==> src/rtl/roi_pkg.sv <==
// roi_pkg: shared definitions for the ROI scheduler.
// Holds the FSM state type, the bit positions of the packed coordinate
// word (x in [26:16], y in [9:0]) and helpers to pack/unpack that word.
package roi_pkg;

  typedef enum logic {
    IDLE = 1'b0,
    RUN  = 1'b1
  } roi_sched_state_t;

  localparam int X_MSB = 26;
  localparam int X_LSB = 16;
  localparam int Y_MSB = 9;
  localparam int Y_LSB = 0;

  localparam int XW     = X_MSB - X_LSB + 1;
  localparam int YW     = Y_MSB - Y_LSB + 1;
  localparam int WORD_W = 32;

  function automatic logic [XW-1:0] unpack_x(input logic [WORD_W-1:0] w);
    return w[X_MSB:X_LSB];
  endfunction

  function automatic logic [YW-1:0] unpack_y(input logic [WORD_W-1:0] w);
    return w[Y_MSB:Y_LSB];
  endfunction

  function automatic logic [WORD_W-1:0] pack_xy(input logic [XW-1:0] x,
                                                input logic [YW-1:0] y);
    logic [WORD_W-1:0] w;
    w              = '0;
    w[X_MSB:X_LSB] = x;
    w[Y_MSB:Y_LSB] = y;
    return w;
  endfunction

endpackage

==> src/rtl/roi_sched_rr_arbiter.sv <==
// rr_arbiter: round-robin arbiter with a one-hot grant.
// The requester at or after the pointer wins; the pointer moves just past
// the winner whenever a grant is issued (a grant is an accept here).
module rr_arbiter #(
  parameter int N = 2
) (
  input  logic         clk,
  input  logic         arst_n,
  input  logic [N-1:0] req,
  input  logic         en,
  output logic [N-1:0] gnt
);

  localparam int PW = (N > 1) ? $clog2(N) : 1;

  logic [PW-1:0] ptr_q;
  logic [PW-1:0] ptr_d;
  logic [PW-1:0] win;
  logic          found;

  // Search from the pointer to the top, then wrap to the bottom.
  always_comb begin
    gnt   = '0;
    win   = '0;
    found = 1'b0;
    for (int i = 0; i < N; i++) begin
      if (en && !found && req[i] && (PW'(i) >= ptr_q)) begin
        found  = 1'b1;
        gnt[i] = 1'b1;
        win    = PW'(i);
      end
    end
    for (int i = 0; i < N; i++) begin
      if (en && !found && req[i]) begin
        found  = 1'b1;
        gnt[i] = 1'b1;
        win    = PW'(i);
      end
    end
    ptr_d = (win == PW'(N - 1)) ? '0 : win + PW'(1);
  end

  // Advance the pointer past the winner on every accept.
  always_ff @(posedge clk or negedge arst_n) begin
    if (!arst_n) begin
      ptr_q <= '0;
    end else if (|gnt) begin
      ptr_q <= ptr_d;
    end
  end

endmodule

==> src/rtl/roi_sched.sv <==
// roi_sched: frame-synchronous ROI scheduler.
// Accepts ROI requests round-robin, validates and normalises them into a
// one-deep shadow slot, and commits the slot only at pixel-stream frame
// boundaries so coordinates never change mid-frame.
// Build option ROI_SCHED_REPEAT_EN: the active ROI persists across frames
// until replaced; without it each accepted ROI covers exactly one frame.
module roi_sched
  import roi_pkg::*;
#(
  parameter int N_REQ     = 2,
  parameter int WIDTH     = 800,
  parameter int HEIGHT    = 600,
  parameter int BIT_COORD = 32,
  parameter int IDW       = (N_REQ > 1) ? $clog2(N_REQ) : 1
) (
  input  logic                       clk_i,
  input  logic                       arst_ni,
  input  logic [N_REQ-1:0]           req_valid_i,
  output logic [N_REQ-1:0]           req_ready_o,
  input  logic [N_REQ*BIT_COORD-1:0] req_xy0_i,
  input  logic [N_REQ*BIT_COORD-1:0] req_xy1_i,
  input  logic                       tvalid_i,
  input  logic                       tlast_i,
  output logic [BIT_COORD-1:0]       xy_0_o,
  output logic [BIT_COORD-1:0]       xy_1_o,
  output logic                       roi_en_o,
  output logic [IDW-1:0]             act_id_o,
  output logic                       done_o,
  output logic [IDW-1:0]             done_id_o,
  output logic                       err_o,
  output logic [IDW-1:0]             err_id_o
);

  localparam logic [XW-1:0] X_MAX = XW'(WIDTH - 1);
  localparam logic [YW-1:0] Y_MAX = YW'(HEIGHT - 1);

  roi_sched_state_t  state_q, state_d;
  logic              sof_q;
  logic              bnd;
  logic              slot_full_q;
  logic [WORD_W-1:0] slot_xy0_q, slot_xy1_q;
  logic [IDW-1:0]    slot_id_q;
  logic [N_REQ-1:0]  gnt;
  logic              accept, req_ok, commit, frame_end;
  logic [IDW-1:0]    sel_id;
  logic [XW-1:0]     sel_x0, sel_x1;
  logic [YW-1:0]     sel_y0, sel_y1;
  logic [WORD_W-1:0] norm_xy0, norm_xy1;
  logic              unused_field_bits;

  // Bits outside the x/y fields carry no meaning; folding them here marks them as intentionally ignored.
  assign unused_field_bits = ^{req_xy0_i, req_xy1_i};

  rr_arbiter #(.N(N_REQ)) u_arb (
    .clk    (clk_i),
    .arst_n (arst_ni),
    .req    (req_valid_i),
    .en     (!slot_full_q),
    .gnt    (gnt)
  );

  assign req_ready_o = gnt;
  assign accept      = |gnt;
  assign bnd         = (tvalid_i && tlast_i) || (sof_q && !tvalid_i);
  assign roi_en_o    = (state_q == RUN);

  // Route the granted requester's corners and id to the validation logic.
  always_comb begin
    sel_id = '0;
    sel_x0 = '0;
    sel_y0 = '0;
    sel_x1 = '0;
    sel_y1 = '0;
    for (int i = 0; i < N_REQ; i++) begin
      if (gnt[i]) begin
        sel_id = IDW'(i);
        sel_x0 = unpack_x(WORD_W'(req_xy0_i[i*BIT_COORD +: BIT_COORD]));
        sel_y0 = unpack_y(WORD_W'(req_xy0_i[i*BIT_COORD +: BIT_COORD]));
        sel_x1 = unpack_x(WORD_W'(req_xy1_i[i*BIT_COORD +: BIT_COORD]));
        sel_y1 = unpack_y(WORD_W'(req_xy1_i[i*BIT_COORD +: BIT_COORD]));
      end
    end
  end

  assign req_ok   = (sel_x0 <= X_MAX) && (sel_x1 <= X_MAX) &&
                    (sel_y0 <= Y_MAX) && (sel_y1 <= Y_MAX);
  assign norm_xy0 = pack_xy((sel_x0 < sel_x1) ? sel_x0 : sel_x1,
                            (sel_y0 < sel_y1) ? sel_y0 : sel_y1);
  assign norm_xy1 = pack_xy((sel_x0 < sel_x1) ? sel_x1 : sel_x0,
                            (sel_y0 < sel_y1) ? sel_y1 : sel_y0);

  // FSM state register.
  always_ff @(posedge clk_i or negedge arst_ni) begin
    if (!arst_ni) begin
      state_q <= IDLE;
    end else begin
      state_q <= state_d;
    end
  end

  // Decide when to commit the slot and when a frame under the active ROI ends.
  always_comb begin
    state_d   = state_q;
    commit    = 1'b0;
    frame_end = 1'b0;
    case (state_q)
      IDLE: begin
        if (slot_full_q && bnd) begin
          commit  = 1'b1;
          state_d = RUN;
        end
      end
      RUN: begin
        if (tvalid_i && tlast_i) begin
          frame_end = 1'b1;
          if (slot_full_q) begin
            commit = 1'b1;
          end else begin
`ifdef ROI_SCHED_REPEAT_EN
            state_d = RUN;
`else
            state_d = IDLE;
`endif
          end
        end
      end
      default: state_d = IDLE;
    endcase
  end

  // Frame tracking, shadow slot, committed corners and the done/err pulses.
  always_ff @(posedge clk_i or negedge arst_ni) begin
    if (!arst_ni) begin
      sof_q       <= 1'b1;
      slot_full_q <= 1'b0;
      slot_xy0_q  <= '0;
      slot_xy1_q  <= '0;
      slot_id_q   <= '0;
      xy_0_o      <= '0;
      xy_1_o      <= '0;
      act_id_o    <= '0;
      done_o      <= 1'b0;
      done_id_o   <= '0;
      err_o       <= 1'b0;
      err_id_o    <= '0;
    end else begin
      if (tvalid_i) begin
        sof_q <= tlast_i;
      end
      done_o <= frame_end;
      if (frame_end) begin
        done_id_o <= act_id_o;
      end
      err_o <= accept && !req_ok;
      if (accept && !req_ok) begin
        err_id_o <= sel_id;
      end
      if (commit) begin
        xy_0_o      <= BIT_COORD'(slot_xy0_q);
        xy_1_o      <= BIT_COORD'(slot_xy1_q);
        act_id_o    <= slot_id_q;
        slot_full_q <= 1'b0;
      end else if (accept && req_ok) begin
        slot_full_q <= 1'b1;
        slot_xy0_q  <= norm_xy0;
        slot_xy1_q  <= norm_xy1;
        slot_id_q   <= sel_id;
      end
    end
  end

endmodule

==> config.mk <==
export PLATFORM = sky130hd
export DESIGN_NAME = roi_sched
export DESIGN_NICKNAME = d
export VERILOG_FILES = /design/src/rtl/roi_pkg.sv /design/src/rtl/roi_sched_rr_arbiter.sv /design/src/rtl/roi_sched.sv
export SDC_FILE = /design/constraint.sdc
export NUM_CORES = 1
export LEC_CHECK = 0
export CAP_MARGIN = 0
export CORE_MARGIN = 1
export CORE_UTILIZATION = 50
export CTS_BUF_LIST = sky130_fd_sc_hd__clkbuf_4 sky130_fd_sc_hd__clkbuf_8
export DETAILED_ROUTE_END_ITERATION = 10
export PLACE_DENSITY = 0.88
export SLEW_MARGIN = 20
export SYNTH_ARGS = -nofsm -noshare
export SYNTH_HDL_FRONTEND = slang
export SYNTH_HIERARCHICAL = 1
export SYNTH_SLANG_ARGS = --single-unit
==> constraint.sdc <==
create_clock -name clk_i -period 9.4 [get_ports clk_i]
set_input_delay 1.88 -clock clk_i [delete_from_list [all_inputs] [get_ports clk_i]]
set_output_delay 1.88 -clock clk_i [all_outputs]
set_load 0.03 [all_outputs]
==> flow_metrics.env <==
export IMPL_status="complete, no violations"
export IMPL_drive_gt1_share_pct=19.9
export IMPL_synth_top_family_by_area="multiplexers"
export IMPL_die_x_um=108
export IMPL_portBuffers=139
export IMPL_clockBufferDepth=2
export IMPL_combPwrFrac_pct=62.8
export IMPL_synthSimpleGateAreaFrac_pct=8.75
export IMPL_track_usage_pct=26.0
export IMPL_dp_hpwl_mm=10.7
export IMPL_hold_depth=1
export IMPL_slew_headroom_pct=33.3
export IMPL_route_detailed_wl_per_inst_um=18.8
export IMPL_synth_compound_area_share_pct=17.3
export IMPL_synthArstFlopShare_pct=100
export IMPL_min_to="slot_xy1_q[25]"
export IMPL_holdBufCountCts=0
export IMPL_hold_path_class="flop to flop"
export IMPL_critPathArrivalTime_ns=6.79
export IMPL_yosysTopAreaCellShare_pct=41.1
export IMPL_overflow=0
export IMPL_slew_violations=0
export IMPL_chipHeight_um=108
export IMPL_postRouteAntennaNets=0
export IMPL_synth_top_area_cell="dfrtp_1"
export IMPL_grt_pass1_wl_mm=23.5
export IMPL_ys_types=55
export IMPL_post_route_min_period_ns=6.54
export IMPL_worstPathRequired_ns=9.65
export IMPL_synth_xor_area_share_pct=0.309
export IMPL_ys_ff_latch=94
export IMPL_timing_fmax_ghz=0.153
export IMPL_fin_setup_tns_ns=0
export IMPL_rr_startpoint="slot_full_q"
export IMPL_cts_root_buf="clkbuf_8"
export IMPL_synthMuxAreaShare_pct=20.3
export IMPL_finalCritPeriodShare_pct=69.6
export IMPL_grt_max_degree=79
export IMPL_end_kind="flop"
export IMPL_cts_sinks=94
export IMPL_drc=0
export IMPL_r2r_end="slot_xy1_q[24]"
export IMPL_cts_tree="built"
export IMPL_cp_max_fo=40
export IMPL_gp_congestion=0.831
export IMPL_antenna_found_initial=0
export IMPL_tightest_slew_ns=0.999
export IMPL_synth_area_per_cell_um2=10.9
export IMPL_clkLatencyLatePin_ns=0.37
export IMPL_place_area_mm2=0.00703
export IMPL_fin_skew_ns=0.00889
export IMPL_timing_final_hold_violations=0
export IMPL_synth_area_leaders="dfrtp_1, mux2_2, a22o_1"
export IMPL_layout_commonest_cell="clkdlybuf4s50_1"
export IMPL_pin_count=206
export IMPL_postCtsSetupRepairBufs=0
export IMPL_h_tree_depth=3
export IMPL_wl_mm=14.7
export IMPL_syn_area_mm2=0.00566
export IMPL_p_total_mw=2.36
export IMPL_nets=789
export IMPL_worstSetupStartpointType="input pin"
export IMPL_synth_fa_ha_area_share_pct=3.76
export IMPL_reg2reg_slack_ns=4.38
export IMPL_drv_cap=0
export IMPL_firstDrtPassIters=5
export IMPL_syn_inst=518
export IMPL_area_delta_synth_final_pct=27.3
export IMPL_stdcell_area_mm2=0.00721
export IMPL_n_antenna_cell=0
export IMPL_cts_resized_gates=0
export IMPL_pwr_density_cell_mw_per_mm2=327
export IMPL_synthFlopType="dfrtp_1"
export IMPL_rsz0062_at_grt="false"
export IMPL_min_from="slot_xy1_q[25]"
export IMPL_mostFrequentLayoutCells="clkdlybuf4s50_1, dfrtp_1, mux2_2"
export IMPL_vias_per_cell=6.00
export IMPL_worst_slack_ns=2.86
export IMPL_critical_path_class="input pin to flop"
export IMPL_grt_pass1_vias=4740
export IMPL_worstRegToRegCells=14
export IMPL_rows=38
export IMPL_dp_slack_ns=2.57
export IMPL_p_switching_mw=1.04
export IMPL_p_int_mw=1.32
export IMPL_clockPowerShare_pct=10.7
export IMPL_numCtsBuffers=9
export IMPL_first_iter_violations=307
export IMPL_seq_area_frac_synth_pct=41.6
export IMPL_synth_edf_count=0
export IMPL_core_mm2=0.0109
export IMPL_switching_share_pct=44.1
export IMPL_initial_core_util_pct=51.8
export IMPL_leakage_nw=3.14
export IMPL_vias=4699
export IMPL_seqPwrFrac_pct=26.5
export IMPL_die_area_mm2=0.0118
export IMPL_clk_pin_slew_worst_paths_ns=0.10
export IMPL_setup_viol=0
export IMPL_vdd_ir_drop_worst_mv=0.150
export IMPL_ys_warn_count=6
cells by family after synthesis:
logic type | count (synthesis)
xor+xnor | 2
fa+ha+maj | 17
other cells | 1
flops | 94
buf+inv | 81
mux | 103
simple gates | 86
compound gates | 134
critical path, cell delays in order:
cell and delay, ns:
clkdlybuf4s50_1 0.53, nand2_1 0.11, a21oi_1 0.40, buf_4 0.31, nor2b_4 0.85, a22oi_1 0.31
inv_1 0.14, ha_1 0.26, a21oi_1 0.19, o211ai_1 0.14, a211o_1 0.35, a21oi_4 0.57
mux2_2 0.42, mux2_1 0.32
power groups by stage:
stage / clock, mW / combinational, mW / sequential (mW)
5_1_grt: 0.276 / 1.58 / 0.642
6_report: 0.252 / 1.48 / 0.625
3_5_place_dp: 0 / 1.46 / 0.633
3_3_place_gp: 0 / 1.40 / 0.623
2_1_floorplan: 0 / 0.937 / 0.756
4_1_cts: 0.257 / 1.47 / 0.626
metal layers:
| layer | part of all wire [%] | wire [um] | up-vias | track usage [%] |
|---|---|---|---|---|
| li1 | - | - | 2158 | - |
| met1 | 40 | 5840 | 2318 | 30.6 |
| met2 | 51 | 7520 | 196 | 46.0 |
| met3 | 7.4 | 1090 | 27 | 7.05 |
| met4 | 1.7 | 248 | 0 | 8.01 |
| met5 | 0 | 0 | - | 0 |
flip-flops by register name, indices dropped and copies added (netlist names):
| register | flops |
|---|---|
| slot_xy0_q | 21 |
| slot_xy1_q | 21 |
| xy_0_o | 21 |
| xy_1_o | 21 |
| act_id_o | 1 |
| done_id_o | 1 |
| done_o | 1 |
| err_id_o | 1 |
| err_o | 1 |
| roi_en_o | 1 |
| slot_full_q | 1 |
| slot_id_q | 1 |
| sof_q | 1 |
| u_arb/ptr_q | 1 |
synthesized netlist by cell type, types with 6 or more instances:
master     n
buf_4     23
nor4_1    20
buf_2      7
nand2_1   24
buf_6      7
a22oi_1    9
a22o_1    26
a211oi_1   9
ha_1      17
nor2_1    11
a21oi_1    8
mux2i_1    6
a311oi_1  13
o21ai_0   22
clkbuf_1  20
inv_1     22
mux2_2    90
o22ai_1   21
mux2_1     7
dfrtp_1   93
area by class of cell:
type	instances	area, um^2
Sequential cell	94	2350
Clock inverter	6	45.0
Tap cell	140	175
Multi-Input combinational cell	364	2970
Timing Repair Buffer	146	1450
Inverter	23	86.3
Clock buffer	10	131
Fill cell	864	3720
worst max path at each step:
stage / from / to / cells past startpoint
finish: req_valid_i[0] / slot_xy1_q[24] / 14
global route: req_valid_i[0] / slot_xy0_q[5] / 15
CTS: req_valid_i[0] / slot_xy1_q[24] / 14
detailed placement: req_valid_i[0] / slot_xy1_q[24] / 14
global placement: req_valid_i[0] / slot_xy0_q[4] / 14
floorplan: req_valid_i[1] / slot_xy1_q[19] / 18
stage by stage:
| step | utilization (%) | instances | hold slack, ns |
|---|---|---|---|
| after floorplan | - | 539 | 0.454 |
| after global routing | 65.9 | 783 | 0.513 |
| after detailed placement | 64.3 | 767 | 0.476 |
| final | 65.9 | 783 | 0.494 |
| after CTS | 65.9 | 783 | 0.498 |
| after global placement | 64.2 | 766 | 0.465 |
Note: power is estimated with default switching activity, not from simulation.
